[config.mk]
export PLATFORM = sky130hd
export DESIGN_NAME = sap_core_p_flat
export DESIGN_NICKNAME = d
export VERILOG_FILES = /design/src/rtl/sap_pkg.sv /design/src/rtl/sap_core_p_if.sv /design/src/rtl/sap_alu.sv /design/src/rtl/sap_core_p.sv /design/src/flat_wrapper.sv
export SDC_FILE = /design/constraint.sdc
export NUM_CORES = 1
export LEC_CHECK = 0
export CAP_MARGIN = 20
export CORE_ASPECT_RATIO = 0.7
export CORE_MARGIN = 2
export CORE_UTILIZATION = 50
export CTS_CLUSTER_DIAMETER = 200
export DETAILED_ROUTE_END_ITERATION = 8
export PLACE_DENSITY = 0.81
export SYNTH_ARGS = -nofsm -noshare
export SYNTH_HDL_FRONTEND = slang
export SYNTH_HIERARCHICAL = 1
export SYNTH_SLANG_ARGS = --single-unit
[constraint.sdc]
create_clock -name clk -period 5.4 [get_ports clk]
set_input_delay 1.08 -clock clk [delete_from_list [all_inputs] [get_ports clk]]
set_output_delay 1.08 -clock clk [all_outputs]
set_load 0.02 [all_outputs]
[src/rtl/sap_pkg.sv]
// Shared types for the SAP core: opcodes, one-hot T-states and the decoded control word.
package sap_pkg;

  typedef enum logic [3:0] {
    OP_LDA = 4'h0,
    OP_ADD = 4'h1,
    OP_SUB = 4'h2,
    OP_STA = 4'h3,
    OP_LDI = 4'h4,
    OP_JMP = 4'h5,
    OP_JC  = 4'h6,
    OP_JZ  = 4'h7,
    OP_OUT = 4'hE,
    OP_HLT = 4'hF
  } opcode_t;

  typedef logic [5:0] tstate_t;

  localparam tstate_t T1 = 6'b000001;
  localparam tstate_t T2 = 6'b000010;
  localparam tstate_t T3 = 6'b000100;
  localparam tstate_t T4 = 6'b001000;
  localparam tstate_t T5 = 6'b010000;
  localparam tstate_t T6 = 6'b100000;

  typedef enum logic [1:0] {
    ASRC_MEM = 2'd0,
    ASRC_ALU = 2'd1,
    ASRC_IMM = 2'd2
  } asrc_t;

  // mar_opnd picks the operand over PC as MAR source; a_src steers the A load.
  typedef struct packed {
    logic  ld_mar;
    logic  mar_opnd;
    logic  inc_pc;
    logic  ld_pc;
    logic  ld_ir;
    logic  ld_a;
    asrc_t a_src;
    logic  ld_b;
    logic  ld_out;
    logic  alu_op;
    logic  we;
    logic  upd_flags;
    logic  hlt;
  } ctrl_t;

  function automatic tstate_t ring_next(input tstate_t t);
    return {t[4:0], t[5]};
  endfunction

endpackage

[src/rtl/sap_core_p_if.sv]
// Memory bus between the SAP core and the board-level program/data memory.
interface sap_core_p_if #(
  parameter int DATA_W = 8,
  parameter int ADDR_W = 4
);
  logic [ADDR_W-1:0] mem_addr;
  logic [DATA_W-1:0] mem_rdata;
  logic [DATA_W-1:0] mem_wdata;
  logic              mem_we;

  modport master (
    output mem_addr,
    output mem_wdata,
    output mem_we,
    input  mem_rdata
  );

  modport slave (
    input  mem_addr,
    input  mem_wdata,
    input  mem_we,
    output mem_rdata
  );
endinterface

[src/rtl/sap_alu.sv]
// Combinational add/subtract unit; on subtract the carry output means "no borrow" (a >= b).
module sap_alu #(
  parameter int DATA_W = 8
) (
  input  logic [DATA_W-1:0] a,
  input  logic [DATA_W-1:0] b,
  input  logic              sub,
  output logic [DATA_W-1:0] result,
  output logic              c,
  output logic              z
);
  logic [DATA_W:0] sum;

  always_comb begin
    if (sub) sum = {1'b0, a} - {1'b0, b};
    else     sum = {1'b0, a} + {1'b0, b};
  end

  assign result = sum[DATA_W-1:0];
  assign c      = sub ? ~sum[DATA_W] : sum[DATA_W];
  assign z      = (sum[DATA_W-1:0] == '0);
endmodule

[src/rtl/sap_core_p.sv]
// Six-state ring-sequenced SAP accumulator core: fetch in T1-T3, execute in T4-T6.
// Program/data memory sits outside on the bus interface; HLT freezes the ring at T4 until CLR.
module sap_core_p
  import sap_pkg::*;
#(
  parameter int DATA_W = 8,
  parameter int ADDR_W = 4
) (
  input  logic              clk,
  input  logic              CLR,
  input  logic              run,
  sap_core_p_if.master      bus,
  output logic [DATA_W-1:0] out_reg,
  output logic              out_valid,
  output logic              halted,
  output logic              flag_c,
  output logic              flag_z,
  output logic [5:0]        ring_count,
  output logic [ADDR_W-1:0] prog_counter,
  output logic [DATA_W-1:0] a_reg
);
  tstate_t           ring;
  logic [ADDR_W-1:0] pc;
  logic [ADDR_W-1:0] mar;
  logic [DATA_W-1:0] ir;
  logic [DATA_W-1:0] a;
  logic [DATA_W-1:0] b;
  opcode_t           opc;
  logic [ADDR_W-1:0] opnd;
  ctrl_t             ctrl;
  logic [DATA_W-1:0] alu_res;
  logic              alu_c;
  logic              alu_z;
  logic [DATA_W-1:0] a_next;
  logic              unused_ir;

  assign opc       = opcode_t'(ir[DATA_W-1 -: 4]);
  assign opnd      = ir[ADDR_W-1:0];
  assign unused_ir = ^ir;

  // Whole decode: (T-state, opcode, flags) -> control word; a halted core issues nothing.
  always_comb begin
    ctrl = '0;
    if (!halted) begin
      case (ring)
        T1: ctrl.ld_mar = run;
        T2: ctrl.inc_pc = 1'b1;
        T3: ctrl.ld_ir  = 1'b1;
        T4: begin
          case (opc)
            OP_LDA, OP_ADD, OP_SUB, OP_STA: begin
              ctrl.ld_mar   = 1'b1;
              ctrl.mar_opnd = 1'b1;
            end
            OP_LDI: begin
              ctrl.ld_a  = 1'b1;
              ctrl.a_src = ASRC_IMM;
            end
            OP_JMP:  ctrl.ld_pc  = 1'b1;
            OP_JC:   ctrl.ld_pc  = flag_c;
            OP_JZ:   ctrl.ld_pc  = flag_z;
            OP_OUT:  ctrl.ld_out = 1'b1;
            OP_HLT:  ctrl.hlt    = 1'b1;
            default: ;
          endcase
        end
        T5: begin
          case (opc)
            OP_LDA: begin
              ctrl.ld_a  = 1'b1;
              ctrl.a_src = ASRC_MEM;
            end
            OP_ADD, OP_SUB: ctrl.ld_b = 1'b1;
            OP_STA:         ctrl.we   = 1'b1;
            default: ;
          endcase
        end
        T6: begin
          if (opc == OP_ADD || opc == OP_SUB) begin
            ctrl.ld_a      = 1'b1;
            ctrl.a_src     = ASRC_ALU;
            ctrl.alu_op    = (opc == OP_SUB);
            ctrl.upd_flags = 1'b1;
          end
        end
        default: ;
      endcase
    end
  end

  sap_alu #(.DATA_W(DATA_W)) u_alu (
    .a      (a),
    .b      (b),
    .sub    (ctrl.alu_op),
    .result (alu_res),
    .c      (alu_c),
    .z      (alu_z)
  );

  always_comb begin
    case (ctrl.a_src)
      ASRC_ALU: a_next = alu_res;
      ASRC_IMM: a_next = {{(DATA_W-ADDR_W){1'b0}}, opnd};
      default:  a_next = bus.mem_rdata;
    endcase
  end

  // Ring stalls in T1 while run is low, and stays parked at T4 from the HLT edge onward.
  always_ff @(posedge clk or posedge CLR) begin
    if (CLR) begin
      ring <= T1;
    end else if (!(halted || ctrl.hlt || (ring == T1 && !run))) begin
      ring <= ring_next(ring);
    end
  end

  always_ff @(posedge clk or posedge CLR) begin
    if (CLR) begin
      pc        <= '0;
      mar       <= '0;
      ir        <= '0;
      a         <= '0;
      b         <= '0;
      out_reg   <= '0;
      out_valid <= 1'b0;
      halted    <= 1'b0;
      flag_c    <= 1'b0;
      flag_z    <= 1'b0;
    end else begin
      if (ctrl.ld_mar) mar <= ctrl.mar_opnd ? opnd : pc;
      if (ctrl.ld_pc)       pc <= opnd;
      else if (ctrl.inc_pc) pc <= pc + 1'b1;
      if (ctrl.ld_ir)  ir      <= bus.mem_rdata;
      if (ctrl.ld_b)   b       <= bus.mem_rdata;
      if (ctrl.ld_a)   a       <= a_next;
      if (ctrl.ld_out) out_reg <= a;
      out_valid <= ctrl.ld_out;
      if (ctrl.hlt)    halted  <= 1'b1;
      if (ctrl.upd_flags) begin
        flag_c <= alu_c;
        flag_z <= alu_z;
      end
    end
  end

  // The write strobe must vanish the instant CLR rises, before the ring flops settle.
  assign bus.mem_we    = ctrl.we & ~CLR;
  assign bus.mem_addr  = mar;
  assign bus.mem_wdata = a;

  assign ring_count   = ring;
  assign prog_counter = pc;
  assign a_reg        = a;
endmodule

[src/flat_wrapper.sv]
// flat-port wrapper written by rule: the top's interface ports become plain ports
module sap_core_p_flat import sap_pkg::*;
#(
  parameter int DATA_W = 8,
  parameter int ADDR_W = 4
)
  (clk, CLR, run, out_reg, out_valid, halted, flag_c, flag_z, ring_count, prog_counter, a_reg, bus_mem_addr, bus_mem_wdata, bus_mem_we, bus_mem_rdata);
  sap_core_p_if #(.DATA_W(DATA_W), .ADDR_W(ADDR_W)) bus_i ();
  input  logic clk;
  input  logic CLR;
  input  logic run;
  output logic [DATA_W-1:0] out_reg;
  output logic out_valid;
  output logic halted;
  output logic flag_c;
  output logic flag_z;
  output logic [5:0] ring_count;
  output logic [ADDR_W-1:0] prog_counter;
  output logic [DATA_W-1:0] a_reg;
  output wire logic [$bits(bus_i.mem_addr)-1:0] bus_mem_addr;
  output wire logic [$bits(bus_i.mem_wdata)-1:0] bus_mem_wdata;
  output wire logic [$bits(bus_i.mem_we)-1:0] bus_mem_we;
  input wire logic [$bits(bus_i.mem_rdata)-1:0] bus_mem_rdata;
  assign bus_mem_addr = bus_i.mem_addr;
  assign bus_mem_wdata = bus_i.mem_wdata;
  assign bus_mem_we = bus_i.mem_we;
  assign bus_i.mem_rdata = bus_mem_rdata;
  sap_core_p #(.DATA_W(DATA_W), .ADDR_W(ADDR_W)) u_core (.clk(clk), .CLR(CLR), .run(run), .bus(bus_i), .out_reg(out_reg), .out_valid(out_valid), .halted(halted), .flag_c(flag_c), .flag_z(flag_z), .ring_count(ring_count), .prog_counter(prog_counter), .a_reg(a_reg));
endmodule
==> flow_summary.toml <==
[run_status]
status = "complete, no violations"

[floorplan]
die_w_um = 98.1
fp.dieH_um = 69.9
core_area_um2 = 5840
pin_count = 54
dieArea_um2 = 6850
initial_core_util_pct = 53.0
rows = 23

[clocking]
cts.repair.resized = 0
ctsHtreeMaxLevel = 2
insertion_delay_ns = 0.30
cts_buffers = 5
cts-root-buf = "clkbuf_8"
clkTransAtPathRegs_ns = 0.09
holdBufCountCts = 0
cts_max_path_buffers = 2
cts_sinks = 50
cts_tree = "yes"
post_cts_buffers = 0

[timing]
totalNegativeSetupSlack_ns = 0
rsz0062_at_grt = "false"
setup_viol = 0
clock_skew_ns = 0.00389
fin_crit_sh_pct = 69.1
period_needed_ns = 3.73
drv_slew = 0
fin_hold_ws_ns = 0.509
worst_slew_pin_slew_ns = 0.768
maxSlewHeadroom_pct = 48.8
hold_viol = 0
max_freq_mhz = 268

[cells_and_area]
layout.cells.most_common = "clkdlybuf4s50_1"
layout_common_cells = "clkdlybuf4s50_1 (53), dfrtp_1 (49), mux2_2 (42), nor2_1 (22), nand2_1 (17)"
nets = 363
insertedDiodeCount = 0
fin_area_um2 = 3730
syn2layout_area_growth_pct = 20.4
layout-drive-gt1-share_pct = 18.8

[critical_path]
r2r_end = "u_core/flag_z"
critPathLaunchType = "flop"
crit_path_end_kind = "flop"
timing.rr.start = "u_core/ring_count[1]"
r2r_slack_ns = 1.67
critical_path_class = "reg -> reg"
reg2reg_depth = 12
cp_max_fo = 8
cp.required_ns = 5.64
endpoint = "u_core/flag_z"
crit_start = "u_core/ring_count[1]"
crit_arrival_ns = 3.97

[logic_synthesis]
ys_ff_latch = 50
yosys.area_share.adder_pct = 5.49
synth_top_family_by_area = "simple AND/OR/NAND/NOR gates"
synth_compound_gate_area_share_pct = 10.8
synth_cells = 296
async_flop_share_pct = 100
synth.distinct_cells = 50
synth_xor_area_share_pct = 4.24
syn_nets = 320
synth.area.mux_share_pct = 16.9
netlist_area_um2 = 3100
seq_area_frac_synth_pct = 40.4
synth_simple_gate_area_share_pct = 17.0
ys.flop_type = "dfrtp_1"
synth.avg_cell_area_um2 = 10.5
synth_edf_count = 0
yosysWarnings = 6

[run]
maxCapViolCount = 0

[power]
ir_drop_v = 0.000119
power.total_uw = 710
p_per_area_nw_per_um2 = 190
power_leakage_uw = 0.00166

[placement]
port_buffers = 53
gp_congestion = 0.905
place_area_um2 = 3620
place_hpwl_mm = 5.24

[routing]
wl_per_cell_um = 17.0
ant_nets = 0
drtIter0Drc = 140
viasPerCell = 5.93
finalWirelength_mm = 7.08
firstDrtPassIters = 5
num_vias = 2460
drc_errors = 0

[min_path]
min_path_type = "reg -> reg"
worstHoldStart = "u_core/out_reg[2]"

[global_routing]
grt_max_degree = 51
grt_pass1_vias = 2369
grt_pass1_wl_mm = 11.9
grt_usage_pct = 21.4
overflow = 0
antenna_found_initial = 0
per-stage QoR:
step	instances	utilization, %	setup WS [ns]
final	415	63.9	1.67
after global routing	415	63.9	1.42
after CTS	415	63.9	1.71
after detailed placement	407	62.0	1.75
after global placement	407	62.0	1.88
after floorplan	296	-	1.71
cells by family (layout without fill, tap and decap cells):
family,Yosys count,in the layout
flops,50,50
compound gates,47,47
simple gates,93,93
xor+xnor,15,15
fa+ha+maj,13,13
buf+inv,31,75
mux,47,47
layer usage:
layer / vias to the layer above / GRT usage (%) / wire length (µm)
li1: 1154 / - / -
met1: 1222 / 32.5 / 3410
met2: 81 / 32.8 / 3140
met3: 3 / 3.90 / 512
met4: 0 / 3.09 / 21
met5: - / 0 / 0
report_power, final:
part	internal, µW	leakage, µW	switching (µW)
registers	380	0.000637	10.2
clock network	130	0.0000575	123
logic	30.4	0.000964	36.9
total	540	0.00166	170
worst max-delay path, cell delays in order, from the launching register on:
cell and delay, ns:
dfrtp_1 0.45, or3_1 0.48, nor3_1 0.29, nor4bb_1 0.24
buf_4 0.21, mux2i_1 0.14, fa_1 0.48, a21oi_1 0.20
a2bb2oi_2 0.19, o211ai_2 0.10, or4b_1 0.56, nor3_2 0.14
mux2_2 0.17
cell usage after synthesis (5+ instances only):
library cell | n | area [µm²]
dfrtp_1 | 49 | 1230
mux2_2 | 42 | 473
nor2_1 | 22 | 82.6
nand2_1 | 17 | 63.8
a21oi_1 | 13 | 65.1
ha_1 | 12 | 150
inv_1 | 12 | 45.0
o21ai_0 | 11 | 55.1
buf_4 | 10 | 75.1
xnor2_1 | 9 | 78.8
clkbuf_1 | 8 | 30.0
nand3_1 | 7 | 35.0
nor3_1 | 7 | 35.0
xor2_1 | 6 | 52.6
mux2i_1 | 5 | 50.1
nand4_1 | 5 | 31.3
how the worst min path moves through the flow:
stage	to	slack, ns	depth (start not counted)
after floorplan	u_core/prog_counter[3]	0.50	1
after global placement	u_core/out_reg[0]	0.49	1
after detailed placement	u_core/out_reg[2]	0.49	1
after CTS	u_core/out_reg[2]	0.51	1
after global routing	u_core/out_reg[4]	0.53	1
final	u_core/out_reg[2]	0.51	1
layout make-up:
class                      instances  area [µm²]
fill                             487        2110
multi-input combinational        215        1680
sequential                        50        1250
timing repair buffer              55         546
clock buffer                       8         110
tap                               75        93.8
inverter                          12        45.0
(Power assumes the default switching activity.)
